$ cat config.mk
export PLATFORM = sky130hd
export DESIGN_NAME = dmi_req_arbiter
export DESIGN_NICKNAME = d
export VERILOG_FILES = /design/src/rtl/dm_pkg.sv /design/src/rtl/dmi_rr_pick.sv /design/src/rtl/dmi_req_arbiter.sv
export SDC_FILE = /design/constraint.sdc
export NUM_CORES = 1
export LEC_CHECK = 0
export BUFFER_PORTS_ARGS = -buffer_cell sky130_fd_sc_hd__buf_4
export CAP_MARGIN = 25
export CELL_PAD_IN_SITES_DETAIL_PLACEMENT = 0
export CELL_PAD_IN_SITES_GLOBAL_PLACEMENT = 1
export CORE_UTILIZATION = 34
export CTS_CLUSTER_DIAMETER = 100
export DETAILED_ROUTE_END_ITERATION = 8
export PLACE_DENSITY = 0.81
export SYNTH_ARGS = -nofsm -noshare
export SYNTH_HDL_FRONTEND = slang
export SYNTH_SLANG_ARGS = --single-unit
export TNS_END_PERCENT = 50
$ cat constraint.sdc
create_clock -name clk -period 3.65 [get_ports clk]
set_clock_uncertainty 0.1 [all_clocks]
set_input_delay 0.1825 -clock clk [delete_from_list [all_inputs] [get_ports clk]]
set_output_delay 0.1825 -clock clk [all_outputs]
set_load 0.01 [all_outputs]
$ cat src/rtl/dm_pkg.sv
// Shared DMI request/response types and encodings for the debug module fabric.
package dm_pkg;

  localparam int DMI_ADDR_W = 7;

  localparam logic [1:0] DMI_OP_NOP   = 2'b00;
  localparam logic [1:0] DMI_OP_READ  = 2'b01;
  localparam logic [1:0] DMI_OP_WRITE = 2'b10;

  localparam logic [1:0] DMI_RESP_OK     = 2'b00;
  localparam logic [1:0] DMI_RESP_FAILED = 2'b10;
  localparam logic [1:0] DMI_RESP_BUSY   = 2'b11;

  typedef struct packed {
    logic [DMI_ADDR_W-1:0] addr;
    logic [1:0]            op;
    logic [31:0]           data;
  } dmi_req_t;

  typedef struct packed {
    logic [31:0] data;
    logic [1:0]  resp;
  } dmi_resp_t;

endpackage

$ cat src/rtl/dmi_rr_pick.sv
// Combinational round-robin picker: first valid requester at or after i_ptr, wrapping.
module dmi_rr_pick #(
  parameter int NUM_REQ = 2,
  parameter int IDX_W   = 1
) (
  input  logic [NUM_REQ-1:0] i_valid,
  input  logic [IDX_W-1:0]   i_ptr,
  output logic [NUM_REQ-1:0] o_onehot,
  output logic [IDX_W-1:0]   o_idx,
  output logic               o_any
);

  // Scan requesters starting at the pointer and keep the first hit.
  always_comb begin
    int                 c;
    logic [IDX_W-1:0]   w_cand;
    c        = 0;
    w_cand   = '0;
    o_onehot = '0;
    o_idx    = '0;
    o_any    = 1'b0;
    for (int k = 0; k < NUM_REQ; k++) begin
      c = int'(i_ptr) + k;
      if (c >= NUM_REQ) c = c - NUM_REQ;
      w_cand = IDX_W'(c);
      if (!o_any && i_valid[w_cand]) begin
        o_any = 1'b1;
        o_idx = w_cand;
      end
    end
    if (o_any) o_onehot[o_idx] = 1'b1;
  end

endmodule

$ cat src/rtl/dmi_req_arbiter.sv
// Shares one DMI slave port among NUM_REQ masters: one transaction in flight,
// round-robin grant, response routed to the issuer, timeout returns FAILED.
module dmi_req_arbiter
  import dm_pkg::*;
#(
  parameter int NUM_REQ        = 2,
  parameter int ADDR_W         = 7,
  parameter int TIMEOUT_CYCLES = 1024
) (
  input  logic                    clk,
  input  logic                    rst,
  input  logic      [NUM_REQ-1:0] req_valid_i,
  output logic      [NUM_REQ-1:0] req_ready_o,
  input  dmi_req_t  [NUM_REQ-1:0] req_i,
  output logic      [NUM_REQ-1:0] resp_valid_o,
  input  logic      [NUM_REQ-1:0] resp_ready_i,
  output dmi_resp_t               resp_o,
  output logic                    dm_req_valid_o,
  input  logic                    dm_req_ready_i,
  output dmi_req_t                dm_req_o,
  input  logic                    dm_resp_valid_i,
  output logic                    dm_resp_ready_o,
  input  dmi_resp_t               dm_resp_i
);

  localparam int IDX_W   = (NUM_REQ > 1) ? $clog2(NUM_REQ) : 1;
  localparam int TMR_W   = (TIMEOUT_CYCLES > 0) ? $clog2(TIMEOUT_CYCLES + 1) : 1;
  localparam bit TO_EN   = (TIMEOUT_CYCLES != 0);
  localparam int TO_LAST = (TIMEOUT_CYCLES > 0) ? TIMEOUT_CYCLES - 1 : 0;

  typedef enum logic [1:0] {
    ST_IDLE,
    ST_ISSUE,
    ST_WAIT,
    ST_DELIVER
  } state_e;

  state_e             r_state;
  state_e             w_state_nxt;
  logic [IDX_W-1:0]   r_owner;
  logic [IDX_W-1:0]   r_rr_ptr;
  logic               r_stale;
  logic [TMR_W-1:0]   r_timer;
  logic [ADDR_W-1:0]  r_addr;
  logic [1:0]         r_op;
  logic [31:0]        r_data;
  dmi_resp_t          r_resp;

  logic [NUM_REQ-1:0] w_pick_oh;
  logic [IDX_W-1:0]   w_pick_idx;
  logic               w_pick_any;
  logic [NUM_REQ-1:0] w_owner_oh;
  dmi_req_t           w_sel;
  logic               w_grant;
  logic               w_dm_hs;
  logic               w_resp_hit;
  logic               w_timeout;
  logic               w_deliver_done;

  dmi_rr_pick #(
    .NUM_REQ (NUM_REQ),
    .IDX_W   (IDX_W)
  ) u_pick (
    .i_valid  (req_valid_i),
    .i_ptr    (r_rr_ptr),
    .o_onehot (w_pick_oh),
    .o_idx    (w_pick_idx),
    .o_any    (w_pick_any)
  );

  assign w_sel    = req_i[w_pick_idx];
  assign dm_req_o = '{addr: r_addr, op: r_op, data: r_data};
  assign resp_o   = r_resp;

  // Decode the owning master into a one-hot response-valid mask.
  always_comb begin
    w_owner_oh          = '0;
    w_owner_oh[r_owner] = 1'b1;
  end

  // Next-state and handshake outputs; a stale transaction keeps the DM response
  // channel drained and blocks new grants so late data is never mis-routed.
  always_comb begin
    w_state_nxt     = r_state;
    req_ready_o     = '0;
    resp_valid_o    = '0;
    dm_req_valid_o  = 1'b0;
    dm_resp_ready_o = r_stale;
    w_grant         = 1'b0;
    w_dm_hs         = 1'b0;
    w_resp_hit      = 1'b0;
    w_timeout       = 1'b0;
    w_deliver_done  = 1'b0;
    case (r_state)
      ST_IDLE: begin
        if (w_pick_any && !r_stale) begin
          w_grant     = 1'b1;
          req_ready_o = w_pick_oh;
          w_state_nxt = ST_ISSUE;
        end
      end
      ST_ISSUE: begin
        dm_req_valid_o = 1'b1;
        if (dm_req_ready_i) begin
          w_dm_hs     = 1'b1;
          w_state_nxt = ST_WAIT;
        end
      end
      ST_WAIT: begin
        dm_resp_ready_o = 1'b1;
        if (dm_resp_valid_i) begin
          w_resp_hit  = 1'b1;
          w_state_nxt = ST_DELIVER;
        end else if (TO_EN && (r_timer == TMR_W'(TO_LAST))) begin
          w_timeout   = 1'b1;
          w_state_nxt = ST_DELIVER;
        end
      end
      ST_DELIVER: begin
        resp_valid_o = w_owner_oh;
        if (resp_ready_i[r_owner]) begin
          w_deliver_done = 1'b1;
          w_state_nxt    = ST_IDLE;
        end
      end
      default: w_state_nxt = ST_IDLE;
    endcase
  end

  // FSM state register.
  always_ff @(posedge clk or posedge rst) begin
    if (rst) r_state <= ST_IDLE;
    else     r_state <= w_state_nxt;
  end

  // Request capture, response capture, ownership, round-robin pointer, timer and stale flag.
  always_ff @(posedge clk or posedge rst) begin
    if (rst) begin
      r_owner  <= '0;
      r_rr_ptr <= '0;
      r_stale  <= 1'b0;
      r_timer  <= '0;
      r_addr   <= '0;
      r_op     <= '0;
      r_data   <= '0;
      r_resp   <= '0;
    end else begin
      if (w_grant) begin
        r_owner <= w_pick_idx;
        r_addr  <= w_sel.addr;
        r_op    <= w_sel.op;
        r_data  <= w_sel.data;
      end
      if (w_dm_hs) begin
        r_timer <= '0;
      end else if (TO_EN && (r_state == ST_WAIT) && !dm_resp_valid_i && !w_timeout) begin
        r_timer <= r_timer + TMR_W'(1);
      end
      if (w_resp_hit) begin
        r_resp <= dm_resp_i;
      end else if (w_timeout) begin
        r_resp <= '{data: 32'h0, resp: DMI_RESP_FAILED};
      end
      if (w_timeout) begin
        r_stale <= 1'b1;
      end else if (r_stale && dm_resp_valid_i && (r_state != ST_WAIT)) begin
        r_stale <= 1'b0;
      end
      if (w_deliver_done) begin
        r_rr_ptr <= (r_owner == IDX_W'(NUM_REQ - 1)) ? '0 : r_owner + IDX_W'(1);
      end
    end
  end

endmodule
==> impl_results.md, run 1 <==
- Kind of critical path: reg -> out
- CP Depth: 6
- WP buf/inv: 3
- Die Wd: 111.4 um
- Worst-margin pin slew: 0.7784 ns
- Rows: 39
- Post-layout util: 55.85%
- WP data required: 3.37 ns
- RSZ-0062 raised after global routing: no
- Ys Warns: 0
- Area Overhead vs Synth: 58.11%
- Fin area: 0.006431 mm2
- Netlist Area Pre-Place: 0.004068 mm2
- Final Critical Period: 2.349 ns
- Largest net degree at the start of global routing: 38
- First-pass GRT wire length: 18060 um
- Ys async rst share: 100.0%
- Total I/O pin count: 205
- Critical Path Max Stage Delay: 0.53 ns
- Failing checks: DRC
- Post-CTS Resized: 0
- Status: finished with violations
- Clock H-tree levels: 3
- GP Congestion: 0.7741
- TritonCTS clock tree: yes
- HPWL after DPL: 8026 um
- Relative max-transition margin: 47.93%
- Worst reg-to-reg path cell count: 6
- HP Class: in -> reg
- Avg WL per Cell: 15.07 um
- Clock root buffer: clkbuf_16
- Pwr dens: 707.0 mW/mm2
- Vias per cell: 4.828
- R2r setup slk: 1.51 ns
- Routed Antenna Nets: 0
- Post-CTS setup buffers: 0
- Clock Sinks: 91
- ANT cells: 0
- Post-DP Area: 0.005747 mm2
- Vias in the first global route: 3646
- Worst setup endpoint: req_ready_o[1]
- Count of different cell masters after synthesis: 46
- GRT Total Usage: 18.38%
- Congestion Overflow GR: 0
- Ratio of cells with drive above 1 in the final layout: 39.83%
- Worst setup path startpoint: r_state[0]
- Number of synthesized flops with an enable pin: 0
- Fmax: 425.8 MHz
- Critical-path cell list: inv_1 > ha_1 > inv_1 > or2_2 > nor2_1 > buf_4
- Reg2reg end: r_timer[5]
- Beginning of the worst register-to-register path: r_state[0]
- Starting DRT DRC Count: 179
- Placeable core area: 0.01152 mm2
- Skew-Pair Late Insertion Delay: 0.34 ns
- Maxcap violations: 0
- Detailed-route DRC error count: 40
- Final setup vio count: 0
- Syn_area_per_cell: 11.33 um2
- CTS Buf Count: 9
- Clock Path Buffers: 2
- Number of register bits inferred by synthesis: 91
- Critical Path AT: 2.07 ns
- Sequential-to-total area share from yosys stat: 55.98%
- Detailed Route WL: 11200 um
- Syn_nets: 489
- Hold buffers post-CTS: 35
- Max-slew violation count: 0
- Setup_tns: 0 ns
- Initial antenna violation count: 0
- Cell mode on critical path: inv_1
- Main synth FF type: dfrtp_1
- Initial core utilization: 35.32%
- Crit path capture type: output pin
- Die ar.: 0.01241 mm2
- Fin. Hold Viols: 0
- Worst-path fanout max: 34
- Layout net count: 725
- Vias post-DR: 3587
- Worst vdd ir: 0.3817 mV
- Startpoint Class: flop
- Initial DRT Pass Iterations: 6
- CTS clk-pin slew, worst paths: 0.07 ns
- Slowest-stage cell, CP: or2_2
- Static leakage: 3.326 nW
- Worst path top cell family by delay: simple AND/OR/NAND/NOR gates
- Mapped Cells: 359
- Final Cycle Share: 64.34%
- Chip height: 111.4 um
- Port-buffer cells: 204
==> layout by cell type (no fill, tap or decap), types with 2 or more instances in the layout <==
cell / instances
buf_4: 210
dfrtp_1: 91
nand2_1: 50
o21ai_0: 44
mux2i_1: 42
dlygate4sd3_1: 35
a22o_1: 33
clkbuf_16: 9
a21oi_1: 8
inv_1: 6
nor2_1: 6
ha_1: 6
and2_1: 4
nand3_1: 4
o31ai_1: 3
or4_1: 3
or2_2: 2
nor3_1: 2
and2b_1: 2
xnor2_1: 2
nor2b_1: 2
clkinv_2: 2
inv_6: 2
clkinv_4: 2
==> through the flow <==
step,setup slack (ns),hold WS (ns),cells,power [W]
finish,1.301,0.02984,743,0.004547
floorplan,1.004,0.2059,359,0.002651
global route,1.118,0.03405,743,0.004858
detailed placement,1.374,0.1078,690,0.003643
global placement,1.477,0.1006,689,0.003572
CTS,1.151,0.02318,741,0.004577
==> power by group <==
| part | leakage, nW | internal, W | switching [W] |
|---|---|---|---|
| registers | 1.14 | 0.00144 | 0.000261 |
| clock network | 0.139 | 0.000486 | 0.000403 |
| logic | 2.05 | 0.00103 | 0.000926 |
==> per-layer routing <==
metal  global-route usage [%]  wire (um)
met1                    23.09       4786
met2                    29.29       5208
met3                    7.077       1070
met4                    5.676        129
met5                        0          0
==> cell usage after synthesis, types with 2 or more instances <==
cell | n | area (um2)
mux2i_1 | 42 | 420.4
buf_2 | 8 | 40.04
o31ai_1 | 3 | 22.52
dfrtp_1 | 91 | 2277
ha_1 | 6 | 75.07
a22o_1 | 33 | 289.0
inv_1 | 7 | 26.28
o21ai_0 | 45 | 225.2
or4_1 | 3 | 22.52
xnor2_1 | 2 | 17.52
and2b_1 | 2 | 15.01
nor3_1 | 2 | 10.01
nand3_1 | 4 | 20.02
nand2_1 | 50 | 187.7
nor2_1 | 6 | 22.52
nor2b_1 | 2 | 12.51
and2_1 | 4 | 25.02
clkbuf_1 | 14 | 52.55
a21oi_1 | 8 | 40.04
==> worst reg2reg max path: stages, from the launching register on <==
cell and delay (ns):
dfrtp_1 0.40, inv_1 0.13, ha_1 0.32, and2b_1 0.25, o41ai_4 0.20, or4_1 0.51
a21oi_1 0.15
==> registers in the layout, summed over array words and instances (netlist names) <==
signal    cells
r_op          2
r_timer      11
r_rr_ptr      1
resp_o       34
r_data       32
r_addr        7
r_state       2
r_stale       1
r_owner       1
==> layout make-up <==
type | count | area, um2
fillers | 995 | 5085
flip-flops and latches | 91 | 2277
repair buffers | 248 | 1989
multi-input cells | 238 | 1672
clock buffers | 10 | 239.0
well taps | 143 | 178.9
clock inverters | 6 | 47.55
inverters | 7 | 27.53
==> worst min-delay path by stage <==
stage                            start          to  slack (ns)  cells past startpoint
after floorplan           dm_resp_i[1]   resp_o[1]        0.21                      2
after global placement             rst  r_data[24]        0.10                      2
after detailed placement           rst  r_data[22]        0.11                      2
after CTS                    req_i[59]  r_data[18]        0.02                      3
after global routing         req_i[72]  r_data[31]        0.03                      3
final                        req_i[59]  r_data[18]        0.03                      3
==> logic make-up (layout without fill, tap and decap cells) <==
group | after synthesis | count (layout) | share of synthesized area (%)
AO/OA/AOI/OAI | 99 | 99 | 16.80
XOR/XNOR | 3 | 3 | 0.6461
adder cells (fa/ha/maj) | 6 | 6 | 1.846
buffers and inverters | 30 | 271 | 3.199
flip-flops | 91 | 91 | 55.98
multiplexers | 43 | 43 | 10.70
AND/OR/NAND/NOR | 87 | 87 | 10.83
Power figures use the tool's default switching activity.
==> inputs of run 2 (changes only) <==
--- a/config.mk
+++ b/config.mk
@@ -5,11 +5,12 @@
 export SDC_FILE = /design/constraint.sdc
 export NUM_CORES = 1
 export LEC_CHECK = 0
+export ABC_AREA = 1
 export BUFFER_PORTS_ARGS = -buffer_cell sky130_fd_sc_hd__buf_4
 export CAP_MARGIN = 25
 export CELL_PAD_IN_SITES_DETAIL_PLACEMENT = 0
 export CELL_PAD_IN_SITES_GLOBAL_PLACEMENT = 1
-export CORE_UTILIZATION = 34
+export CORE_UTILIZATION = 32
 export CTS_CLUSTER_DIAMETER = 100
 export DETAILED_ROUTE_END_ITERATION = 8
 export PLACE_DENSITY = 0.81
==> constraint.sdc (replaced) <==
create_clock -name clk -period 2.2 [get_ports clk]
set_clock_uncertainty 0.1 [all_clocks]
set_input_delay 0.11 -clock clk [delete_from_list [all_inputs] [get_ports clk]]
set_output_delay 0.11 -clock clk [all_outputs]
set_load 0.01 [all_outputs]
==> run 2 against run 1 <==
Against the previous run:
- the flow now finishes without violations
- synthesized cell count up 43%
- critical path depth up 1
- register-to-register slack worse by 1.2 ns
- clock-buffer cell count up 2
- first-iteration DRC count up 21%
- routed wire length up 24%
- critical path type unchanged
- critical endpoint unchanged
- highest routed layer unchanged
==> impl_results.md, run 2 <==
- P_int: 0.005223 W
- Clock H-tree levels: 3
- Clock root buffer: clkbuf_16
- Vias post-DR: 4626
- FF/Latch Area: 0.002277 mm2
- Hold endpoint: r_rr_ptr
- Maxcap violations: 0
- WP data required: 1.99 ns
- Critical Path AT: 1.84 ns
- Area Overhead vs Synth: 79.65%
- Leading cell types by count after synthesis: 242 x nand2_1, 91 x dfrtp_1, 91 x nand3_1, 21 x inv_1, 17 x nor2_1
- Crit path capture type: output pin
- CTS Buf Count: 9
- Hold path depth: 4
- Sequential-to-total area share from yosys stat: 55.10%
- Starting DRT DRC Count: 216
- Critical Path Max Stage Delay: 0.41 ns
- Count of different cell masters after synthesis: 24
- Final Cycle Share: 93.31%
- Ys async rst share: 100.0%
- Initial antenna violation count: 0
- Die ar.: 0.01337 mm2
- Static leakage: 3.858 nW
- Cell taking the most area after synthesis: dfrtp_1
- Worst reg-to-reg path cell count: 9
- Critical-path cell list: inv_1 > ha_1 > nand2_2 > buf_4 > nor2_4 > buf_12 > buf_4
- Syn_area_per_cell: 8.056 um2
- Post-layout util: 58.83%
- Worst-path fanout max: 42
- TritonCTS clock tree: yes
- Reg2reg end: r_timer[7]
- Worst-margin pin slew: 0.3887 ns
- ANT cells: 0
- Total I/O pin count: 205
- Most frequent cells in the layout: 242 x nand2_1, 213 x buf_4, 119 x dlygate4sd3_1
- Routed Antenna Nets: 0
- Clock Sinks: 91
- Chip height: 115.6 um
- Setup_tns: 0 ns
- Layout net count: 967
- Initial DRT Pass Iterations: 4
- Largest family of logic cells by synthesized area: simple AND/OR/NAND/NOR gates
- Kind of critical path: reg -> out
- Mapped Cells: 513
- Ys Warns: 0
- Detailed-route DRC error count: 0
- Comb pwr share: 44.4%
- Adder-Cell Fraction of Synth Area: 1.817%
- Max-slew violation count: 0
- Post-Synth XOR/XNOR Area: 0.8477%
- DR WL met2: 6387 um
- Largest net degree at the start of global routing: 50
- Initial core utilization: 32.75%
- Congestion Overflow GR: 0
- Vias per cell: 4.562
- Clk pwr share: 20.6%
- Top-area cell type share of the netlist area: 55.10%
- Top layer in use: met4
- CTS clk-pin slew, worst paths: 0.06 ns
- Pwr dens: 1097 mW/mm2
- First-pass GRT wire length: 21720 um
- Vias in the first global route: 4483
- GP Congestion: 0.8066
- Synth Area in Simple Gates: 36.36%
- Final setup vio count: 0
- Startpoint Class: flop
- Multiplexer share of the synthesized area: 0%
- Skew-Pair Late Insertion Delay: 0.33 ns
- Ratio of cells with drive above 1 in the final layout: 28.74%
- Syn_nets: 643
- Die Wd: 115.6 um
- Fmax: 487.1 MHz
- Status: finished clean
- Avg WL per Cell: 13.65 um
- Ranking of synthesized cells by area: dfrtp_1 55%, nand2_1 22%, nand3_1 11%
- Netlist Area Pre-Place: 0.004133 mm2
- HP Class: in -> reg
- Post-CTS Resized: 0
- Sequential share of power: 35.0%
- Cell mode on critical path: buf_4
- Routed met3 length: 1230 um
- Worst vdd ir: 0.4881 mV
- Clock Path Buffers: 2
- Most common cell in the netlist: nand2_1
- Area of the multi-input gates: 0.001663 mm2
- Relative max-transition margin: 73.93%
- Port-buffer cells: 204
- P_sw: 0.002921 W
- R2r setup slk: 0.31 ns
- Detailed Route WL: 13850 um
- Compound-Gate Fraction of Synth Area: 1.211%
- HPWL after DPL: 8688 um
- Slowest-stage cell, CP: dfrtp_1
- Commonest non-fill, non-tap cell in the layout: nand2_1
- Final Critical Period: 2.053 ns
- Switching share of total power: 35.86%
- Placeable core area: 0.01262 mm2
- Fin. Hold Viols: 0
- RSZ-0062 raised after global routing: no
- Beginning of the worst register-to-register path: r_state[0]
- Metal-1 WL: 6003 um
- Rows: 41
- Max FFs per register: 34
- GRT Total Usage: 20.70%
- Main synth FF type: dfrtp_1
- Number of synthesized flops with an enable pin: 0
- Number of register bits inferred by synthesis: 91
- Worst hold start: resp_ready_i[1]
- Fillers: 1091
==> run 2: cell types whose count changed after synthesis, moves of 4 or more <==
cell / previous run / this run
a21oi_1: 8 / 1
a22o_1: 33 / 0
and2_1: 4 / 0
buf_4: 0 / 4
clkbuf_1: 14 / 10
inv_1: 7 / 21
mux2i_1: 42 / 0
nand2_1: 50 / 242
nand3_1: 4 / 91
nor2_1: 6 / 17
o21ai_0: 45 / 4
==> run 2: how the worst max path moves through the flow <==
| stage | startpoint | end | slack [ns] | cells past startpoint |
|---|---|---|---|---|
| finish | r_state[1] | req_ready_o[1] | 0.15 | 7 |
| global route | r_state[1] | req_ready_o[1] | 0.05 | 7 |
| CTS | r_state[1] | req_ready_o[1] | 0.15 | 7 |
| detailed placement | r_state[0] | r_timer[1] | 0.31 | 9 |
| global placement | r_state[0] | r_timer[0] | 0.42 | 9 |
| floorplan | r_state[0] | r_timer[0] | 0.59 | 9 |
==> run 2: layout make-up <==
cell class | count | share of cell area, %
Clock buffer | 12 | 3.455
Clock inverter | 4 | 0.9774
Inverter | 23 | 1.213
Multi-Input combinational cell | 377 | 22.40
Sequential cell | 91 | 30.67
Tap cell | 172 | 2.899
Timing Repair Buffer | 335 | 38.39
==> run 2: metrics by stage <==
stage / hold slack, ns / cells / total power (W) / setup slack, ns / instance area [um2]
6_report: 0.03232 / 1014 / 0.008144 / 0.1471 / 7425
5_1_grt: 0.06372 / 1014 / 0.008766 / 0.04974 / 7425
4_1_cts: 0.01783 / 1014 / 0.008195 / 0.1454 / 7425
3_5_place_dp: 0.02700 / 879 / 0.006303 / 0.3121 / 5904
3_3_place_gp: 0.02442 / 879 / 0.006228 / 0.4154 / 5904
2_1_floorplan: 0.1270 / 513 / 0.004572 / 0.5864 / 4136
==> run 2: repair_timing <==
| item | CTS | global route |
|---|---|---|
| hold buffers | 119 | 0 |
| setup buffers | 0 | 0 |
| endpoints found under the hold margin | 91 | 0 |
==> run 2: worst max-delay path, delay by kind of cell, from the launching register on <==
kind	cells	cell delay, ns
buffers and inverters	4	0.70
adder cells (fa/ha/maj)	1	0.20
flip-flops	1	0.41
AND/OR/NAND/NOR	2	0.19
==> run 2: logic make-up (layout without fill, tap and decap cells) <==
kind of cell | after synthesis | in the layout
DFF | 91 | 91
adders and majority gates | 6 | 6
buffers and inverters | 45 | 374
and+or+nand+nor | 360 | 360
AOI/OAI and AO/OA | 7 | 7
xor gates and xnor gates | 4 | 4
==> run 2: layer usage <==
metal  global-route usage, %  vias to the layer above
met4                   7.179                        0
li1                        -                     2262
met2                   34.49                      202
met3                   5.805                       18
met5                       0                        -
met1                   25.86                     2144
==> run 2: power groups by stage <==
stage               combinational [W]  sequential [W]  clock (W)
floorplan                     0.00146         0.00311          0
global placement              0.00338         0.00285          0
detailed placement            0.00345         0.00285          0
CTS                           0.00362         0.00284    0.00173
global route                  0.00403         0.00294    0.00179
finish                        0.00362         0.00285    0.00168
